$ cat config.mk
export PLATFORM = sky130hd
export DESIGN_NAME = lcd_id_reader
export DESIGN_NICKNAME = d
export VERILOG_FILES = /design/src/rtl/lcd_id_reader_pkg.sv /design/src/rtl/lcd_id_reader_sync_2ff.sv /design/src/rtl/lcd_id_reader.sv
export SDC_FILE = /design/constraint.sdc
export NUM_CORES = 1
export LEC_CHECK = 0
export CAP_MARGIN = 20
export CORE_MARGIN = 10
export CORE_UTILIZATION = 31
export DETAILED_ROUTE_END_ITERATION = 6
export SLEW_MARGIN = 40
export SYNTH_ARGS = -nofsm -noshare
export SYNTH_HDL_FRONTEND = slang
export SYNTH_SLANG_ARGS = --single-unit
$ cat constraint.sdc
create_clock -name clk -period 1.8 [get_ports clk]
set_clock_uncertainty 0.2 [all_clocks]
set_input_delay 0.18 -clock clk [delete_from_list [all_inputs] [get_ports clk]]
set_output_delay 0.18 -clock clk [all_outputs]
set_load 0.005 [all_outputs]
$ cat src/rtl/lcd_id_reader_pkg.sv
// lcd_id_pkg: shared definitions for the LCD panel ID reader.
//   - panel ID codes as read from the {M2,M1,M0} straps
//   - strap bit positions on the 24-bit RGB pad bus
//   - reader state enum
//   - code_supported(): true for the codes downstream logic knows about
package lcd_id_pkg;

  localparam logic [2:0] ID_4342 = 3'd0;
  localparam logic [2:0] ID_7084 = 3'd1;
  localparam logic [2:0] ID_7016 = 3'd2;
  localparam logic [2:0] ID_1018 = 3'd5;

  localparam int M2_BIT = 7;
  localparam int M1_BIT = 15;
  localparam int M0_BIT = 23;

  typedef enum logic [1:0] {
    SETTLE,
    SAMPLE,
    DONE
  } state_t;

  function automatic logic code_supported(input logic [2:0] code);
    return (code == ID_4342) || (code == ID_7084) ||
           (code == ID_7016) || (code == ID_1018);
  endfunction

endpackage

$ cat src/rtl/lcd_id_reader_sync_2ff.sv
// sync_2ff: plain two-flop synchronizer, reset to 0.
//   clk, rst_n : clock, async active-low reset
//   d [W]      : asynchronous input
//   q [W]      : synchronized output (2 cycles latency)
module sync_2ff #(
  parameter int W = 1
) (
  input  logic         clk,
  input  logic         rst_n,
  input  logic [W-1:0] d,
  output logic [W-1:0] q
);

  logic [W-1:0] meta;

  always_ff @(posedge clk or negedge rst_n) begin
    if (!rst_n) begin
      meta <= '0;
      q    <= '0;
    end else begin
      meta <= d;
      q    <= meta;
    end
  end

endmodule

$ cat src/rtl/lcd_id_reader.sv
// lcd_id_reader: reads the panel resolution straps {M2,M1,M0} off the RGB
// bus after reset, debounces them, and publishes a 16-bit panel ID.
// The RGB pads stay released (lcd_rgb_oe=0) until the ID is final.
//
// Ports:
//   clk, rst_n  : clock, async active-low reset
//   lcd_rgb_in  : RGB pad inputs; M2/M1/M0 on bits 7/15/23
//   rescan      : one-cycle re-read request (only honoured in DONE when
//                 LCD_ID_RESCAN_EN is defined, otherwise ignored)
//   lcd_rgb_oe  : 1 = LCD driver may drive the pads
//   id_lcd      : {13'd0, M2, M1, M0}
//   id_valid    : id_lcd is final
//   id_err      : no stable code within the sample budget
//   id_unsup    : accepted code is not 0/1/2/5
//
// Build option: define LCD_ID_RESCAN_EN to enable rescan.
module lcd_id_reader
  import lcd_id_pkg::*;
#(
  parameter int SETTLE_CYC = 1000,
  parameter int SAMPLE_GAP = 16,
  parameter int SAMPLE_CNT = 4
) (
  input  logic        clk,
  input  logic        rst_n,
  input  logic [23:0] lcd_rgb_in,
  input  logic        rescan,
  output logic        lcd_rgb_oe,
  output logic [15:0] id_lcd,
  output logic        id_valid,
  output logic        id_err,
  output logic        id_unsup
);

  localparam int MAX_TRIES = 4 * SAMPLE_CNT;
  localparam int SET_W     = (SETTLE_CYC > 1) ? $clog2(SETTLE_CYC) : 1;
  localparam int GAP_W     = (SAMPLE_GAP > 1) ? $clog2(SAMPLE_GAP) : 1;
  localparam int MATCH_W   = $clog2(SAMPLE_CNT + 1);
  localparam int TRY_W     = $clog2(MAX_TRIES + 1);

  localparam logic [SET_W-1:0]   SET_LAST  = SET_W'(SETTLE_CYC - 1);
  localparam logic [GAP_W-1:0]   GAP_LAST  = GAP_W'(SAMPLE_GAP - 1);
  localparam logic [MATCH_W-1:0] MATCH_TGT = MATCH_W'(SAMPLE_CNT);
  localparam logic [TRY_W-1:0]   TRY_TGT   = TRY_W'(MAX_TRIES);

  state_t             state;
  logic [SET_W-1:0]   settle_cnt;
  logic [GAP_W-1:0]   gap_cnt;
  logic [MATCH_W-1:0] match_cnt;
  logic [TRY_W-1:0]   tries;
  logic [2:0]         ref_code;
  logic [2:0]         strap;
  logic               rescan_hit;
  logic               unused_ok;

  sync_2ff #(.W(3)) u_sync (
    .clk   (clk),
    .rst_n (rst_n),
    .d     ({lcd_rgb_in[M2_BIT], lcd_rgb_in[M1_BIT], lcd_rgb_in[M0_BIT]}),
    .q     (strap)
  );

`ifdef LCD_ID_RESCAN_EN
  assign rescan_hit = rescan;
`else
  assign rescan_hit = 1'b0;
`endif

  // Only three pad bits matter here; the rest belong to the LCD driver.
  assign unused_ok = ^{lcd_rgb_in, rescan};

  always_ff @(posedge clk or negedge rst_n) begin
    if (!rst_n) begin
      state      <= SETTLE;
      settle_cnt <= '0;
      gap_cnt    <= '0;
      match_cnt  <= '0;
      tries      <= '0;
      ref_code   <= '0;
      lcd_rgb_oe <= 1'b0;
      id_lcd     <= '0;
      id_valid   <= 1'b0;
      id_err     <= 1'b0;
      id_unsup   <= 1'b0;
    end else begin
      case (state)
        SETTLE: begin
          if (settle_cnt == SET_LAST) begin
            state      <= SAMPLE;
            settle_cnt <= '0;
            gap_cnt    <= '0;
            match_cnt  <= '0;
            tries      <= '0;
          end else begin
            settle_cnt <= settle_cnt + 1'b1;
          end
        end

        SAMPLE: begin
          // Accept/timeout is evaluated the cycle after the deciding tick,
          // so outputs land one edge after the last sample. ref_code always
          // holds the most recent sample, so it is the ID in both cases.
          if (match_cnt == MATCH_TGT || tries == TRY_TGT) begin
            state      <= DONE;
            id_lcd     <= {13'd0, ref_code};
            id_err     <= (match_cnt != MATCH_TGT);
            id_unsup   <= !code_supported(ref_code);
            id_valid   <= 1'b1;
            lcd_rgb_oe <= 1'b1;
            gap_cnt    <= '0;
            match_cnt  <= '0;
            tries      <= '0;
          end else if (gap_cnt == GAP_LAST) begin
            gap_cnt <= '0;
            tries   <= tries + 1'b1;
            if (tries != '0 && strap == ref_code) begin
              match_cnt <= match_cnt + 1'b1;
            end else begin
              ref_code  <= strap;
              match_cnt <= MATCH_W'(1);
            end
          end else begin
            gap_cnt <= gap_cnt + 1'b1;
          end
        end

        DONE: begin
          // id_lcd is deliberately kept until the next DONE.
          if (rescan_hit) begin
            state      <= SETTLE;
            settle_cnt <= '0;
            id_valid   <= 1'b0;
            lcd_rgb_oe <= 1'b0;
            id_err     <= 1'b0;
            id_unsup   <= 1'b0;
          end
        end

        default: state <= SETTLE;
      endcase
    end
  end

endmodule

==> out/qor.csv <==
stage,metric,value,unit
die,core box area,6314,sq um
logic_synthesis,cell area after synthesis,2012,sq um
run_status,outcome,"finished, violations left",
die,horizontal die dimension,100.6,um
routing,Initial DRT Pass Iterations,4,
worst_setup_path,Setup CP Type,flip-flop to flip-flop,
run_status,violated checks,setup timing,
pwr,share of power burned in the clock network,43.3,%
logic_synthesis,number of standard cells after synthesis,178,
logic_synthesis,dominant cells by area after synthesis,"sky130_fd_sc_hd__dfrtp_1 (49%), sky130_fd_sc_hd__buf_4 (5.6%), sky130_fd_sc_hd__ha_1 (3.7%), sky130_fd_sc_hd__xor2_1 (2.6%), sky130_fd_sc_hd__nand2_1 (2.1%)",
clocking,clock insertion delay at the later pin of the skew report,290,ps
logic_synthesis,Compound-Gate Fraction of Synth Area,10.20,%
global_route,initial antenna violation count,0,
worst_hold_path,Worst Min Path Start,lcd_rgb_in[7],
logic_synthesis,sequential element share of the synthesized area,48.51,%
routing,DR vias/cell,4.751,
logic_synthesis,number of distinct library cell variants in the gate-level netlist after synthesis,51,
routing,Post-Route WL,3.808,mm
sta,Hold Worst Slack,123.0,ps
die,# rows,29,
global_route,remaining global-route overflow,0,
worst_hold_path,Hold Path End,u_sync.meta[2],
clocking,maximum clock path buffer count,2,
pwr,Psw,331.5,uW
worst_setup_path,capturing point of the worst reg2reg path,tries[0],
sta,final worst path period share,100.8,%
run,max-capacitance violation count,0,
logic_synthesis,async set-reset flop share out of synthesis,100.0,%
die,initial core utilization,31.87,%
routing,Wirelength per Cell,13.18,um
logic_synthesis,count of warnings emitted by yosys,0,
routing,number of design rule violations left after detail routing,0,
worst_setup_path,largest stage delay on the critical path,380,ps
clocking,clock slew seen by the registers of the worst setup and hold paths,70,ps
logic_synthesis,Post-synth EDFFs,0,
global_route,vias in the first global route,1414,
layout,diodes inserted,0,
pwr,leakage dissipation,1.100,nW
logic_synthesis,most frequent cell after synthesis,sky130_fd_sc_hd__dfrtp_1,
logic_synthesis,biggest area consumer among synthesized cells,sky130_fd_sc_hd__dfrtp_1,
logic_synthesis,"post-synthesis share of cell area spent on full adders, half adders and majority gates",3.731,%
worst_setup_path,register-to-register setup slack,-10,ps
sta,Worst Slack Setup Final,-14.13,ps
clocking,clock root cell,sky130_fd_sc_hd__clkbuf_8,
worst_setup_path,cells on worst reg2reg path,7,
worst_setup_path,cell type of the slowest stage on the worst timing path,sky130_fd_sc_hd__dfrtp_1,
layout,final core utilization,38.98,%
logic_synthesis,synthesized-area fraction occupied by and/or/nand/nor cells,19.28,%
pwr,power density of the placed cells,662.0,nW/um^2
worst_setup_path,startpoint kind of the worst setup timing path,flip-flop,
worst_setup_path,biggest fanout along the worst timing path,3,
placement,HPWL after DPL,2.792,mm
placement,IO Port Bufs,11,
layout,final cell area excluding filler cells,2461,sq um
die,Die H,100.6,um
placement,pre-CTS setup slack,-69.11,ps
sta,time the worst path needs with I/O delays and setup,1814,ps
pwr,maximum vdd ir drop,389.6,uV
logic_synthesis,number of storage elements in the synthesis netlist,39,
worst_setup_path,CP Cell Sequence,inv_1 > ha_2 > buf_4 > nand4bb_4 > and3_4 > a21o_1 > mux2_4,
logic_synthesis,combinational family with the most area after synthesis,simple AND/OR/NAND/NOR gates,
sta,count of endpoints failing hold in the final timing report,0,
logic_synthesis,xor and xnor area share after synthesis,3.483,%
pwr,Logic pwr share,2.4,%
pwr,switching fraction of total power,20.34,%
worst_setup_path,CP endpoint kind,flip-flop,
logic_synthesis,main flop type after synthesis,sky130_fd_sc_hd__dfrtp_1,
global_route,largest net degree at the start of global routing,40,
die,IO Count,47,
placement,Placed Instances,280,
worst_setup_path,required time of the critical path,1780,ps
layout,Layout Nets,245,
worst_hold_path,Hold/Removal Path Class,input pin to flip-flop,
layout,Filler cells,653,
clocking,CTS tree,built,
layout,multi-input combinational cell area,964.7,sq um
logic_synthesis,post-synth top area share,48.51,%
clocking,cts bufs inserted,5,
pwr,Reg power frac,54.3,%
layout,area overhead of the layout relative to synthesis,22.33,%
routing,number of nets still failing antenna checks after routing,0,
worst_hold_path,Cells on Worst Hold Path,1,
logic_synthesis,average footprint of a synthesized cell,11.30,sq um
logic_synthesis,fraction of synthesized area in multiplexers,6.281,%
layout,FF/Latch Area,975.9,sq um
sta,fin. max-slew vios,0,
pwr,internal power component,1.298,mW
sta,RSZ-0062 raised after global routing,yes,
routing,1st-iter DRT viols,75,
worst_setup_path,critical path data arrival time,1790,ps
sta,number of endpoints failing setup at the final stage,1,
sta,fmax,0.5512,GHz
placement,DP Area,2275,sq um
logic_synthesis,ranking of synthesized cells by instance count,"sky130_fd_sc_hd__dfrtp_1 (39), sky130_fd_sc_hd__buf_4 (15), sky130_fd_sc_hd__nand2_1 (11)",
worst_setup_path,Crit path max-delay family,flip-flops,
die,area of the die,10110,sq um
routing,count of vias placed by the detailed router,1373,
global_route,All-Layer GR Usage,7.680,%
placement,final RePlAce weighted congestion,0.7705,
clocking,number of clock sinks,39,
worst_setup_path,RR Startpoint,tries[1],
global_route,wire length of the first global-routing pass,6.472,mm
clocking,H-Tree Depth,2,
worst_setup_path,count of buffering cells on the critical path with inverters included,2,
layout,count of non-filler cells in the finished layout,289,
layout,share of final-layout standard cells stronger than drive strength 1,25.00,%
==> flip-flops by register name, summed over array words and instances (netlist names) <==
register	cells
settle_cnt	10
tries	5
gap_cnt	4
id_lcd	3
match_cnt	3
ref_code	3
u_sync.meta	3
u_sync.q	3
state	2
id_err	1
id_unsup	1
id_valid	1
==> logic make-up after synthesis <==
group           after synthesis
simple gates                 55
flops                        39
compound gates               31
buf+inv                      27
mux                          11
xor+xnor                      8
fa+ha+maj                     6
other cells                   1
==> how the worst max path moves through the flow <==
| stage | start | end | slack (ps) | cells past startpoint |
|---|---|---|---|---|
| after floorplan | tries[0] | ref_code[0] | 10 | 6 |
| after global placement | tries[0] | ref_code[0] | -20 | 7 |
| after detailed placement | tries[0] | match_cnt[0] | -70 | 8 |
| after CTS | tries[1] | id_lcd[2] | -20 | 6 |
| after global routing | tries[1] | gap_cnt[3] | -90 | 8 |
| final | tries[1] | tries[0] | -10 | 7 |
==> worst reg2reg max path: stages (launching register included) <==
cell and delay [ps]:
sky130_fd_sc_hd__dfrtp_1 380, sky130_fd_sc_hd__inv_1 60, sky130_fd_sc_hd__ha_2 160, sky130_fd_sc_hd__buf_4 110
sky130_fd_sc_hd__nand4bb_4 160, sky130_fd_sc_hd__and3_4 200, sky130_fd_sc_hd__a21o_1 180, sky130_fd_sc_hd__mux2_4 260
==> routing by layer <==
| layer | GRT usage, % | vias up | routed length [um] | share of wire, % |
|---|---|---|---|---|
| met5 | 0 | - | 0 | 0 |
| met4 | 3.478 | 0 | 21 | 0.55 |
| met3 | 2.812 | 5 | 180 | 4.7 |
| met2 | 11.28 | 30 | 1760 | 46 |
| met1 | 9.800 | 666 | 1845 | 48 |
| li1 | - | 672 | - | - |
==> cell type report <==
cell class	instances	area share, %
inverters	9	1.373
flip-flops and latches	39	39.65
multi-input cells	124	39.20
clock inverters	2	1.525
repair buffers	33	11.54
clock buffers	5	2.796
well taps	77	3.915
==> power groups by stage <==
stage	registers (mW)	clock network, mW	logic, mW
global placement	0.902	0	0.0373
floorplan	0.902	0	0.0304
global route	0.886	0.760	0.0451
finish	0.885	0.706	0.0383
detailed placement	0.903	0	0.0380
CTS	0.885	0.734	0.0395
==> through the flow <==
step | setup TNS (ps) | power [mW]
CTS | -56.51 | 1.658
floorplan | 0 | 0.9326
finish | -14.13 | 1.629
global route | -570.6 | 1.691
detailed placement | -97.32 | 0.9406
global placement | -35.33 | 0.9396
==> timing repair <==
item | 4_1_cts | 5_1_grt
pin swaps | 6 | 6
endpoints found under the hold margin | 39 | 0
buffers inserted | 2 | 0
setup endpoints to repair | 3 | 19
gates resized for setup | 2 | 11
hold buffers | 1 | 0
==> cells in the final DEF (no fill, tap or decap), types with 4 or more instances in the layout <==
cell / Yosys / final
sky130_fd_sc_hd__buf_4: 15 / 18
sky130_fd_sc_hd__nand3_1: 8 / 7
sky130_fd_sc_hd__a21oi_1: 6 / 6
sky130_fd_sc_hd__clkdlybuf4s50_1: 0 / 10
sky130_fd_sc_hd__mux2i_1: 4 / 4
sky130_fd_sc_hd__or3_1: 4 / 4
sky130_fd_sc_hd__conb_1: 1 / 13
sky130_fd_sc_hd__nand2_1: 11 / 10
sky130_fd_sc_hd__o21ai_0: 5 / 5
sky130_fd_sc_hd__xor2_1: 6 / 6
sky130_fd_sc_hd__inv_1: 9 / 9
sky130_fd_sc_hd__ha_1: 6 / 5
sky130_fd_sc_hd__dfrtp_1: 39 / 39
sky130_fd_sc_hd__clkbuf_8: 0 / 5
sky130_fd_sc_hd__nor2_1: 5 / 5
No activity file was read; power rests on OpenSTA's default activity.
